<file path="src/rtl/dmem_arb_pkg.sv">
// Shared types and constants for the dmem arbiter: FSM encoding, lock timeout,
// port indices and the saturating-increment helper used by the optional counters.
package dmem_arb_pkg;

    localparam int DEF_ADDR_W = 7;
    localparam int DEF_DATA_W = 32;

    localparam int LOCK_TMO = 16;
    localparam int TMO_W    = 5;
    localparam int PERF_W   = 16;

    localparam logic PORT0 = 1'b0;
    localparam logic PORT1 = 1'b1;

    typedef enum logic [1:0] {
        IDLE = 2'd0,
        OWN0 = 2'd1,
        OWN1 = 2'd2
    } arb_state_e;

    function automatic logic [PERF_W-1:0] sat_inc(input logic [PERF_W-1:0] v);
        return (v == {PERF_W{1'b1}}) ? v : v + 1'b1;
    endfunction

endpackage

</file>
<file path="src/rtl/dmem_arbiter_if.sv">
// Requester-side bus of the dmem arbiter: request/command from the master,
// grant and read return from the arbiter.
interface dmem_arbiter_if
    import dmem_arb_pkg::*;
#(
    parameter int ADDR_W = DEF_ADDR_W,
    parameter int DATA_W = DEF_DATA_W
) ();

    logic              req;
    logic              we;
    logic              lock;
    logic [ADDR_W-1:0] addr;
    logic [DATA_W-1:0] wdata;
    logic              gnt;
    logic              rvalid;
    logic [DATA_W-1:0] rdata;

    modport master (
        output req, we, lock, addr, wdata,
        input  gnt, rvalid, rdata
    );

    modport slave (
        input  req, we, lock, addr, wdata,
        output gnt, rvalid, rdata
    );

endinterface

</file>
<file path="src/rtl/dmem_arb_rr.sv">
// Two-way round-robin pick with its pointer register. The pointer only moves on
// a tie, or when the owner FSM forces it to the non-owner after a lock ends.
module dmem_arb_rr
    import dmem_arb_pkg::*;
(
    input  logic clk,
    input  logic rst,
    input  logic en_i,
    input  logic req0_i,
    input  logic req1_i,
    input  logic load_i,
    input  logic load_port_i,
    output logic gnt0_o,
    output logic gnt1_o
);

    logic ptr_q;
    logic ptr_d;
    logic tie;

    assign tie = en_i & req0_i & req1_i;

    always_comb begin
        gnt0_o = 1'b0;
        gnt1_o = 1'b0;
        if (en_i) begin
            if (tie) begin
                gnt0_o = (ptr_q == PORT0);
                gnt1_o = (ptr_q == PORT1);
            end else begin
                gnt0_o = req0_i;
                gnt1_o = req1_i;
            end
        end
    end

    always_comb begin
        ptr_d = ptr_q;
        if (load_i) begin
            ptr_d = load_port_i;
        end else if (tie) begin
            ptr_d = ~ptr_q;
        end
    end

    always_ff @(posedge clk) begin
        if (rst) begin
            ptr_q <= PORT0;
        end else begin
            ptr_q <= ptr_d;
        end
    end

endmodule

</file>
<file path="src/rtl/dmem_arbiter.sv">
// dmem_arbiter: shares one synchronous-read dmem between two requesters with
// round-robin arbitration and a burst lock. Build option DMEM_ARB_PERF_EN adds counters.
//   state | meaning
//   IDLE  | round-robin arbitration between both ports
//   OWN0  | port 0 holds the lock; port 1 is stalled
//   OWN1  | port 1 holds the lock; port 0 is stalled
module dmem_arbiter
    import dmem_arb_pkg::*;
#(
    parameter int ADDR_W = DEF_ADDR_W,
    parameter int DATA_W = DEF_DATA_W
) (
    input  logic              clk,
    input  logic              rst,
    dmem_arbiter_if.slave     m0,
    dmem_arbiter_if.slave     m1,
    output logic              mem_en_o,
    output logic              mem_we_o,
    output logic [ADDR_W-1:0] mem_addr_o,
    output logic [DATA_W-1:0] mem_wdata_o,
    input  logic [DATA_W-1:0] mem_rdata_i
`ifdef DMEM_ARB_PERF_EN
    ,
    output logic [PERF_W-1:0] grant_cnt0_o,
    output logic [PERF_W-1:0] grant_cnt1_o,
    output logic [PERF_W-1:0] stall_cnt_o
`endif
);

    arb_state_e       state_q;
    arb_state_e       state_d;
    logic [TMO_W-1:0] tmo_q;
    logic [TMO_W-1:0] tmo_d;
    logic             rv0_q;
    logic             rv0_d;
    logic             rv1_q;
    logic             rv1_d;

    logic rr_en;
    logic rr_gnt0;
    logic rr_gnt1;
    logic rr_load;
    logic rr_load_port;
    logic gnt0;
    logic gnt1;
    logic rv0_out;
    logic rv1_out;
    logic own_port;
    logic own_req;
    logic own_lock;

    assign rr_en = ~rst & (state_q == IDLE);

    dmem_arb_rr u_rr (
        .clk         (clk),
        .rst         (rst),
        .en_i        (rr_en),
        .req0_i      (m0.req),
        .req1_i      (m1.req),
        .load_i      (rr_load),
        .load_port_i (rr_load_port),
        .gnt0_o      (rr_gnt0),
        .gnt1_o      (rr_gnt1)
    );

    assign own_port = (state_q == OWN1) ? PORT1 : PORT0;
    assign own_req  = own_port ? m1.req  : m0.req;
    assign own_lock = own_port ? m1.lock : m0.lock;

    always_comb begin
        gnt0 = 1'b0;
        gnt1 = 1'b0;
        if (!rst) begin
            unique case (state_q)
                IDLE: begin
                    gnt0 = rr_gnt0;
                    gnt1 = rr_gnt1;
                end
                OWN0:    gnt0 = m0.req;
                OWN1:    gnt1 = m1.req;
                default: ;
            endcase
        end
    end

    always_comb begin
        mem_en_o    = gnt0 | gnt1;
        mem_we_o    = 1'b0;
        mem_addr_o  = '0;
        mem_wdata_o = '0;
        if (gnt0) begin
            mem_we_o    = m0.we;
            mem_addr_o  = m0.addr;
            mem_wdata_o = m0.wdata;
        end else if (gnt1) begin
            mem_we_o    = m1.we;
            mem_addr_o  = m1.addr;
            mem_wdata_o = m1.wdata;
        end
    end

    // While locked, any owner request is granted, so own_req doubles as the owner grant.
    always_comb begin
        state_d      = state_q;
        tmo_d        = tmo_q;
        rr_load      = 1'b0;
        rr_load_port = PORT0;
        unique case (state_q)
            IDLE: begin
                tmo_d = '0;
                if (gnt0 && m0.lock) begin
                    state_d = OWN0;
                end else if (gnt1 && m1.lock) begin
                    state_d = OWN1;
                end
            end
            OWN0, OWN1: begin
                if (own_req) begin
                    tmo_d = '0;
                    if (!own_lock) begin
                        state_d      = IDLE;
                        rr_load      = 1'b1;
                        rr_load_port = ~own_port;
                    end
                end else if (tmo_q == TMO_W'(LOCK_TMO - 1)) begin
                    tmo_d        = '0;
                    state_d      = IDLE;
                    rr_load      = 1'b1;
                    rr_load_port = ~own_port;
                end else begin
                    tmo_d = tmo_q + 1'b1;
                end
            end
            default: begin
                state_d = IDLE;
                tmo_d   = '0;
            end
        endcase
    end

    assign rv0_d = gnt0 & ~m0.we;
    assign rv1_d = gnt1 & ~m1.we;

    always_ff @(posedge clk) begin
        if (rst) begin
            state_q <= IDLE;
            tmo_q   <= '0;
            rv0_q   <= 1'b0;
            rv1_q   <= 1'b0;
        end else begin
            state_q <= state_d;
            tmo_q   <= tmo_d;
            rv0_q   <= rv0_d;
            rv1_q   <= rv1_d;
        end
    end

    // A read granted just before reset must not surface while reset is held.
    assign rv0_out = rv0_q & ~rst;
    assign rv1_out = rv1_q & ~rst;

    assign m0.gnt    = gnt0;
    assign m1.gnt    = gnt1;
    assign m0.rvalid = rv0_out;
    assign m1.rvalid = rv1_out;
    assign m0.rdata  = rv0_out ? mem_rdata_i : '0;
    assign m1.rdata  = rv1_out ? mem_rdata_i : '0;

`ifdef DMEM_ARB_PERF_EN
    logic [PERF_W-1:0] gc0_q;
    logic [PERF_W-1:0] gc1_q;
    logic [PERF_W-1:0] stall_q;
    logic              stall;

    assign stall = (m0.req & ~gnt0) | (m1.req & ~gnt1);

    always_ff @(posedge clk) begin
        if (rst) begin
            gc0_q   <= '0;
            gc1_q   <= '0;
            stall_q <= '0;
        end else begin
            if (gnt0)  gc0_q   <= sat_inc(gc0_q);
            if (gnt1)  gc1_q   <= sat_inc(gc1_q);
            if (stall) stall_q <= sat_inc(stall_q);
        end
    end

    assign grant_cnt0_o = gc0_q;
    assign grant_cnt1_o = gc1_q;
    assign stall_cnt_o  = stall_q;
`endif

endmodule
</file>
<file path="src/flat_wrapper.sv">
// flat-port wrapper written by rule: the top's interface ports become plain ports
module dmem_arbiter_flat import dmem_arb_pkg::*;
#(
    parameter int ADDR_W = DEF_ADDR_W,
    parameter int DATA_W = DEF_DATA_W
)
  (clk, rst, mem_en_o, mem_we_o, mem_addr_o, mem_wdata_o, mem_rdata_i, m0_req, m0_we, m0_lock, m0_addr, m0_wdata, m0_gnt, m0_rvalid, m0_rdata, m1_req, m1_we, m1_lock, m1_addr, m1_wdata, m1_gnt, m1_rvalid, m1_rdata);
  dmem_arbiter_if #(.ADDR_W(ADDR_W), .DATA_W(DATA_W)) m0_i ();
  dmem_arbiter_if #(.ADDR_W(ADDR_W), .DATA_W(DATA_W)) m1_i ();
  input  logic clk;
  input  logic rst;
  output logic mem_en_o;
  output logic mem_we_o;
  output logic [ADDR_W-1:0] mem_addr_o;
  output logic [DATA_W-1:0] mem_wdata_o;
  input  logic [DATA_W-1:0] mem_rdata_i;
  input wire logic [$bits(m0_i.req)-1:0] m0_req;
  input wire logic [$bits(m0_i.we)-1:0] m0_we;
  input wire logic [$bits(m0_i.lock)-1:0] m0_lock;
  input wire logic [$bits(m0_i.addr)-1:0] m0_addr;
  input wire logic [$bits(m0_i.wdata)-1:0] m0_wdata;
  output wire logic [$bits(m0_i.gnt)-1:0] m0_gnt;
  output wire logic [$bits(m0_i.rvalid)-1:0] m0_rvalid;
  output wire logic [$bits(m0_i.rdata)-1:0] m0_rdata;
  input wire logic [$bits(m1_i.req)-1:0] m1_req;
  input wire logic [$bits(m1_i.we)-1:0] m1_we;
  input wire logic [$bits(m1_i.lock)-1:0] m1_lock;
  input wire logic [$bits(m1_i.addr)-1:0] m1_addr;
  input wire logic [$bits(m1_i.wdata)-1:0] m1_wdata;
  output wire logic [$bits(m1_i.gnt)-1:0] m1_gnt;
  output wire logic [$bits(m1_i.rvalid)-1:0] m1_rvalid;
  output wire logic [$bits(m1_i.rdata)-1:0] m1_rdata;
  assign m0_i.req = m0_req;
  assign m0_i.we = m0_we;
  assign m0_i.lock = m0_lock;
  assign m0_i.addr = m0_addr;
  assign m0_i.wdata = m0_wdata;
  assign m0_gnt = m0_i.gnt;
  assign m0_rvalid = m0_i.rvalid;
  assign m0_rdata = m0_i.rdata;
  assign m1_i.req = m1_req;
  assign m1_i.we = m1_we;
  assign m1_i.lock = m1_lock;
  assign m1_i.addr = m1_addr;
  assign m1_i.wdata = m1_wdata;
  assign m1_gnt = m1_i.gnt;
  assign m1_rvalid = m1_i.rvalid;
  assign m1_rdata = m1_i.rdata;
  dmem_arbiter #(.ADDR_W(ADDR_W), .DATA_W(DATA_W)) u_core (.clk(clk), .rst(rst), .m0(m0_i), .m1(m1_i), .mem_en_o(mem_en_o), .mem_we_o(mem_we_o), .mem_addr_o(mem_addr_o), .mem_wdata_o(mem_wdata_o), .mem_rdata_i(mem_rdata_i));
endmodule
</file>
<file path="config.mk">
export PLATFORM = sky130hd
export DESIGN_NAME = dmem_arbiter_flat
export DESIGN_NICKNAME = d
export VERILOG_FILES = /design/src/rtl/dmem_arb_pkg.sv /design/src/rtl/dmem_arbiter_if.sv /design/src/rtl/dmem_arb_rr.sv /design/src/rtl/dmem_arbiter.sv /design/src/flat_wrapper.sv
export SDC_FILE = /design/constraint.sdc
export NUM_CORES = 1
export LEC_CHECK = 0
export ABC_AREA = 1
export CORE_AREA = 2 2 88 90
export DETAILED_ROUTE_END_ITERATION = 8
export DIE_AREA = 0 0 90 92
export MAX_ROUTING_LAYER = met4
export PLACE_DENSITY = 0.77
export RECOVER_POWER = 50
export SYNTH_ARGS = -nofsm -noshare
export SYNTH_HDL_FRONTEND = slang
export SYNTH_SLANG_ARGS = --single-unit
</file>
<file path="constraint.sdc">
create_clock -name clk -period 3.9 [get_ports clk]
set_input_delay 0.39 -clock clk [delete_from_list [all_inputs] [get_ports clk]]
set_output_delay 0.39 -clock clk [all_outputs]
set_load 0.01 [all_outputs]
</file>
## After elaboration in Yosys (flattened, before gate mapping)

Index checks and enable logic that the tools add are counted.

| cells by class | value |
|---|---|
| $add $sub $neg | 1 |
| equality and inequality tests | 6 |
| mux-type cells | 35 |
| bitwise gates (word level) | 14 |
| reduce and logical (&&, ||, !) cells | 7 |

Operators by type and width:

| cell | count |
|---|---|
| $mux 32 | 4 |
| $mux 1 | 21 |
| $mux 7 | 2 |
| $mux 2 | 5 |
| $and 1x1->1 | 7 |
| $ne 3x3->1 const B | 2 |
| $not 1->1 | 6 |
| $add 5x1->5 const B | 1 |
| $eq 5x4->1 const B | 1 |
| $pmux 1 s2 | 2 |
| $pmux 2 s2 | 1 |
| $reduce_or 4->1 | 1 |
| $ne 3x1->1 const B | 1 |
| $reduce_and 3->1 | 1 |
| $eq 2x1->1 const B | 1 |
| $eq 2x2->1 const B | 1 |
| $logic_and 1x1->1 | 2 |
| $logic_not 2->1 | 1 |
| $reduce_bool 2->1 | 1 |
| $reduce_or 2->1 | 1 |
| $or 1x1->1 | 1 |

| storage, ports and cells | value |
|---|---|
| flip-flop bits (word level) | 10 |
| bits of input ports | 118 |
| logic and storage cells | 68 |

## Longest topological paths before layout

| depth | value |
|---|---|
| word-level depth | 12 |
| mapped depth | 11 |

## Modules after synthesis

A second synthesis with hierarchy kept.

| second synthesis, totals | value |
|---|---|
| cell total of the unflattened synthesis | 330 |
| area, all modules | 1649.1 um2 |

By module, submodules not included:

| module | instances | cells each | area an instance (um2) | sequential area each (um2) |
|---|---|---|---|---|
| dmem_arbiter | 1 | 318 | 1567.8 | 180.2 |
| dmem_arb_rr | 1 | 12 | 81.3 | 20.0 |

## Worst setup path before layout

OpenSTA, ideal clock, no wires.

| path | value |
|---|---|
| path kind | flip-flop to output port |
| start point | register u_core.state_q[0] |
| end point | output port mem_wdata_o[23] |
| arrival time | 1.340 ns |
| data required time | 3.510 ns |
| slack | 2.170 ns |
| cell stages (with the launch flop) | 9 |
| buffers on the path | 1 |
| cell sequence | dfxtp_1 > inv_1 > ha_1 > nand3_1 > nand2_2 > nand2_4 > buf_4 > nand2_1 > o21ai_0 |

| on the way | value |
|---|---|
| word-level cells in the longest chain between the ends | 10 |
| elaborated cells between the ends (all ways) | 16 |
| classes of those cells | eq/ne: 2; mux: 10; bitwise: 3; reduce/logical: 1 |

RTL lines:

| element | RTL line | source |
|---|---|---|
| start, declared | dmem_arbiter.sv:30 | `arb_state_e state_q;` |
| start signal, assigned | dmem_arbiter.sv:151 | `state_q <= state_d;` |
| $logic_not 2->1 | dmem_arbiter.sv:52, dmem_arbiter.sv:74 |  |
| $and 1x1->1 | dmem_arbiter.sv:52 | `assign rr_en = ~rst & (state_q == IDLE);` |
| $and 1x1->1 (2 in series) | dmem_arb_rr.sv:21 | `assign tie = en_i & req0_i & req1_i;` |
| $mux 1 | dmem_arb_rr.sv:27 | `if (tie) begin` |
| $mux 1 | dmem_arb_rr.sv:26 | `if (en_i) begin` |
| $pmux 1 s2 | dmem_arbiter.sv:74 | `unique case (state_q)` |
| $mux 1 | dmem_arbiter.sv:73 | `if (!rst) begin` |
| $mux 32 | dmem_arbiter.sv:95 | `end else if (gnt1) begin` |
| $mux 32 (*) | dmem_arbiter.sv:91 | `if (gnt0) begin` |
| end, declared | flat_wrapper.sv:15 | `output logic [DATA_W-1:0] mem_wdata_o;` |

Mark *: on every way between the ends. The rest lies on a longest branch, timed or not.

## Final worst setup path

| path | value |
|---|---|
| start point | input port rst |
| end point | output port m0_rdata[16] |

| on the way | value |
|---|---|
| word-level cells in the longest chain between the ends | 3 |

RTL lines:

| element | RTL line | source |
|---|---|---|
| start, declared | flat_wrapper.sv:11 | `input logic rst;` |
| $not 1->1 | dmem_arbiter.sv:159 | `assign rv0_out = rv0_q & ~rst;` |
| $and 1x1->1 | dmem_arbiter.sv:159 |  |
| $mux 32 | dmem_arbiter.sv:166 | `assign m0.rdata = rv0_out ? mem_rdata_i : '0;` |
| end, declared | flat_wrapper.sv:24 | `output wire logic [$bits(m0_i.rdata)-1:0] m0_rdata;` |

No other way between the ends.

==> results.md <==
- Summed over all failing endpoints, the final setup total negative slack is 0 ns.
- The classification of the worst setup path is input pin to output pin.
- The wire-length estimate of the detail-placed layout is 6.18 mm.
- In this run the cell area of the synthesized design comes to 1560 um^2.
- The number of different library cells used by synthesis comes to 24.
- The leakage power figure is 1.89 nW.
- The final weighted congestion in routability-driven placement is 0.857.
- The post-synthesis register bit count is 10.
- Setup violations remaining at the end of the flow were counted as 0.
- The finished layout holds 638 standard cells, fillers aside.
- Sorting the synthesized cells by area gives the leading types as sky130_fd_sc_hd__nand2_1, sky130_fd_sc_hd__nor2_1, sky130_fd_sc_hd__dfxtp_1.
- The total inserted antenna cells is 0.
- Dividing the final minimum period by the clock period gives 0.859.
- The maximum number of pins on one net before global-route repair is 43.
- Setup repair after global routing left no endpoint under its margin.
- The average vias per placed instance is 4.25.
- The die is 90 um wide.
- Once detail routing completed, the nets flagged for antenna violations numbered 0.
- On the final layout, the worst clock skew is between 0.002 and 0.003 ns.
- The commonest cells after synthesis are sky130_fd_sc_hd__nand2_1, sky130_fd_sc_hd__nor2_1, sky130_fd_sc_hd__inv_1.
- The die boundary height is about 92 um.
- The remaining routing DRC violations is 0.
- In this run, the number of DRC markers left after iteration 0 of detailed routing was 91.
- The share of synthesized area in the top cell type comes to 0.233.
- During I/O placement, the number of pins put on the boundary was 227.
- The count of port buffers added during placement is 226.
- The count of yosys warnings during synthesis is 0.
- The cell at the root of the clock tree is sky130_fd_sc_hd__clkbuf_8.
- After synthesis, the share of flip-flops with an asynchronous set or reset is 0.
- The synthesized design spends more area on one cell type than any other, namely sky130_fd_sc_hd__nand2_1.
- In this run the standard cell core region covers 7450 um^2.
- A synthesized cell averages 4.89 um^2.
- The via count of the first global-routing pass is 2443.
- The worst slew slack as a fraction of its limit is 0.0609.
- The die covers 8280 um^2.
- The worst setup path is launched from an input pin.
- The count of flip-flops with a built-in enable after synthesis is 0.
- The maximum root-to-sink buffer count is 2.
- The routed design has 7.40 mm of wire.
- Clock-pin slew was measured on the worst setup and hold paths at 0.05 ns.
- Relative to the synthesized area, the layout overhead comes to 151%.
- The detail-routed net length per standard cell is 11.6 um.
- The max-slew violation total from the final report is 0.
- The source-to-sink clock delay at the later pin of the worst-skew pair is 0.24 ns.
- The number of buffers added to fix hold violations after cts is 0.
- The worst setup path is captured at an output pin.
- The number of gates resized after CTS is 0.
- CTS built an H-tree with a depth of 1.
- The type of the worst min-delay path is register to register.
- The upper clock frequency limit is 0.298 GHz.
- The minimum period implied by the final worst setup slack is about 3.4 ns.
- The initial antenna violation count is 0.
- In the final layout, the share of cells above drive strength 1 is 0.0299.
- The number of cell rows is 32.
- The final count of hold timing violations was 0.
- Of all nets on the critical path, the largest fanout is 33.
- The max capacitance violation total is 0.
- Data arrives at the worst endpoint at 2.96 ns.
- The fraction of the yosys area taken by sequential cells is 0.128.
- In the global route stage, overall resource usage came out at 0.167.
- The run finished with clean final reports.
- Once placement completed, the tool counted placed cells totaling 634.
- The initial cell density of the core is 0.210.
- The most frequently used flop master after synthesis is sky130_fd_sc_hd__dfxtp_1.
- The number of buffers inserted to repair setup after CTS is 0.
- The count of nets after finishing is 660.
- When the netlist entered floorplanning its net count stood at between 400 and 500.
- The synthesized instance count is 320.
- The most common cell in the synthesized netlist is sky130_fd_sc_hd__nand2_1.
- The required time of the worst setup path is 3.51 ns.
- VDD sags by at most 0.0887 mV.
- Summed over all layers, the global routing overflow is 0.
- The power density over the cells is 138 nW/um^2.
- For the pin with the worst max-slew slack, the measured transition is about 1.4 ns.
- The first detailed-routing pass took 4 iterations.
- The clock net sink count is 10.
- The global-route wire length before repair is 11.2 mm.
- The number of vias after detailed routing is between 2k and 3k.
- The number of CTS-inserted buffers is 3.
- TritonCTS built the clock tree.
placed cells by master (no fill, tap or decap), types with 2 or more instances in the layout:
| cell | synthesis | layout |
|---|---|---|
| sky130_fd_sc_hd__clkdlybuf4s50_1 | 0 | 179 |
| sky130_fd_sc_hd__nand2_1 | 97 | 97 |
| sky130_fd_sc_hd__nor2_1 | 79 | 79 |
| sky130_fd_sc_hd__inv_1 | 47 | 48 |
| sky130_fd_sc_hd__dlygate4sd3_1 | 0 | 47 |
| sky130_fd_sc_hd__o21ai_1 | 31 | 31 |
| sky130_fd_sc_hd__o21ai_0 | 10 | 10 |
| sky130_fd_sc_hd__dfxtp_1 | 10 | 10 |
| sky130_fd_sc_hd__ha_1 | 5 | 5 |
| sky130_fd_sc_hd__nand3_1 | 4 | 4 |
| sky130_fd_sc_hd__clkbuf_8 | 0 | 4 |
| sky130_fd_sc_hd__nand4_1 | 3 | 3 |
| sky130_fd_sc_hd__a21oi_1 | 3 | 3 |
| sky130_fd_sc_hd__buf_4 | 6 | 3 |
| sky130_fd_sc_hd__xor2_1 | 2 | 2 |
cells by family (layout without fill, tap and decap cells):
group,after synthesis,count (layout),synth area share
fa+ha+maj,5,5,0.0400
xor+xnor,2,2,0.0112
buf+inv,67,283,0.180
flops,10,10,0.128
simple gates,190,190,0.489
compound gates,46,46,0.152
metrics by stage:
step	utilization	setup WS (ns)	power [W]	instance area (um^2)	hold WS, ns
final	0.528	0.549	0.000544	3930	0.455
after global routing	0.528	0.360	0.000583	3930	0.498
after CTS	0.529	0.880	0.000554	3940	0.452
after detailed placement	0.522	0.883	0.000419	3890	0.442
after global placement	0.522	0.926	0.000415	3890	0.428
after floorplan	-	2.17	0.000220	1560	0.418
worst max-delay path, cell delays in order:
cell and delay [ns]:
sky130_fd_sc_hd__clkdlybuf4s50_1 0.52, sky130_fd_sc_hd__inv_1 0.16, sky130_fd_sc_hd__nand2_1 0.10, sky130_fd_sc_hd__clkbuf_1 1.03
sky130_fd_sc_hd__nor2_1 0.09, sky130_fd_sc_hd__dlygate4sd3_1 0.66
report_power, final:
group	total (W)	switching, W	internal (W)
clock network	0.000131	0.0000420	0.0000888
registers	0.000108	0.00000255	0.000106
logic	0.000305	0.000120	0.000185
total	0.000544	0.000164	0.000380
state kept, by name (all words and copies together) (netlist names):
name,count
u_core.tmo_q,5
u_core.state_q,2
u_core.rv0_q,1
u_core.rv1_q,1
u_core.u_rr.ptr_q,1
final cells by class:
class,count,area [um^2]
clock buffer,4,55.1
fill,746,3510
multi-input combinational,243,1080
tap,102,128
sequential,10,200
inverter,49,184
timing repair buffer,230,2290
per-layer routing:
layer	GRT usage	wire [um]
met3	0.0329	609
met5	-	0
met2	0.321	3790
met4	0.0628	192
met1	0.165	2810
final timing paths:
check	slack [ns]	cells past startpoint	startpoint	endpoint
worst max register to register	2.13	8	u_core.state_q[1]	u_core.state_q[0]
worst min-delay path	0.45	1	u_core.tmo_q[0]	u_core.tmo_q[0]
worst min register to register	0.45	1	u_core.tmo_q[0]	u_core.tmo_q[0]
worst max-delay path	0.55	6	rst	m0_rdata[16]
No activity file was read; power rests on OpenSTA's default activity.
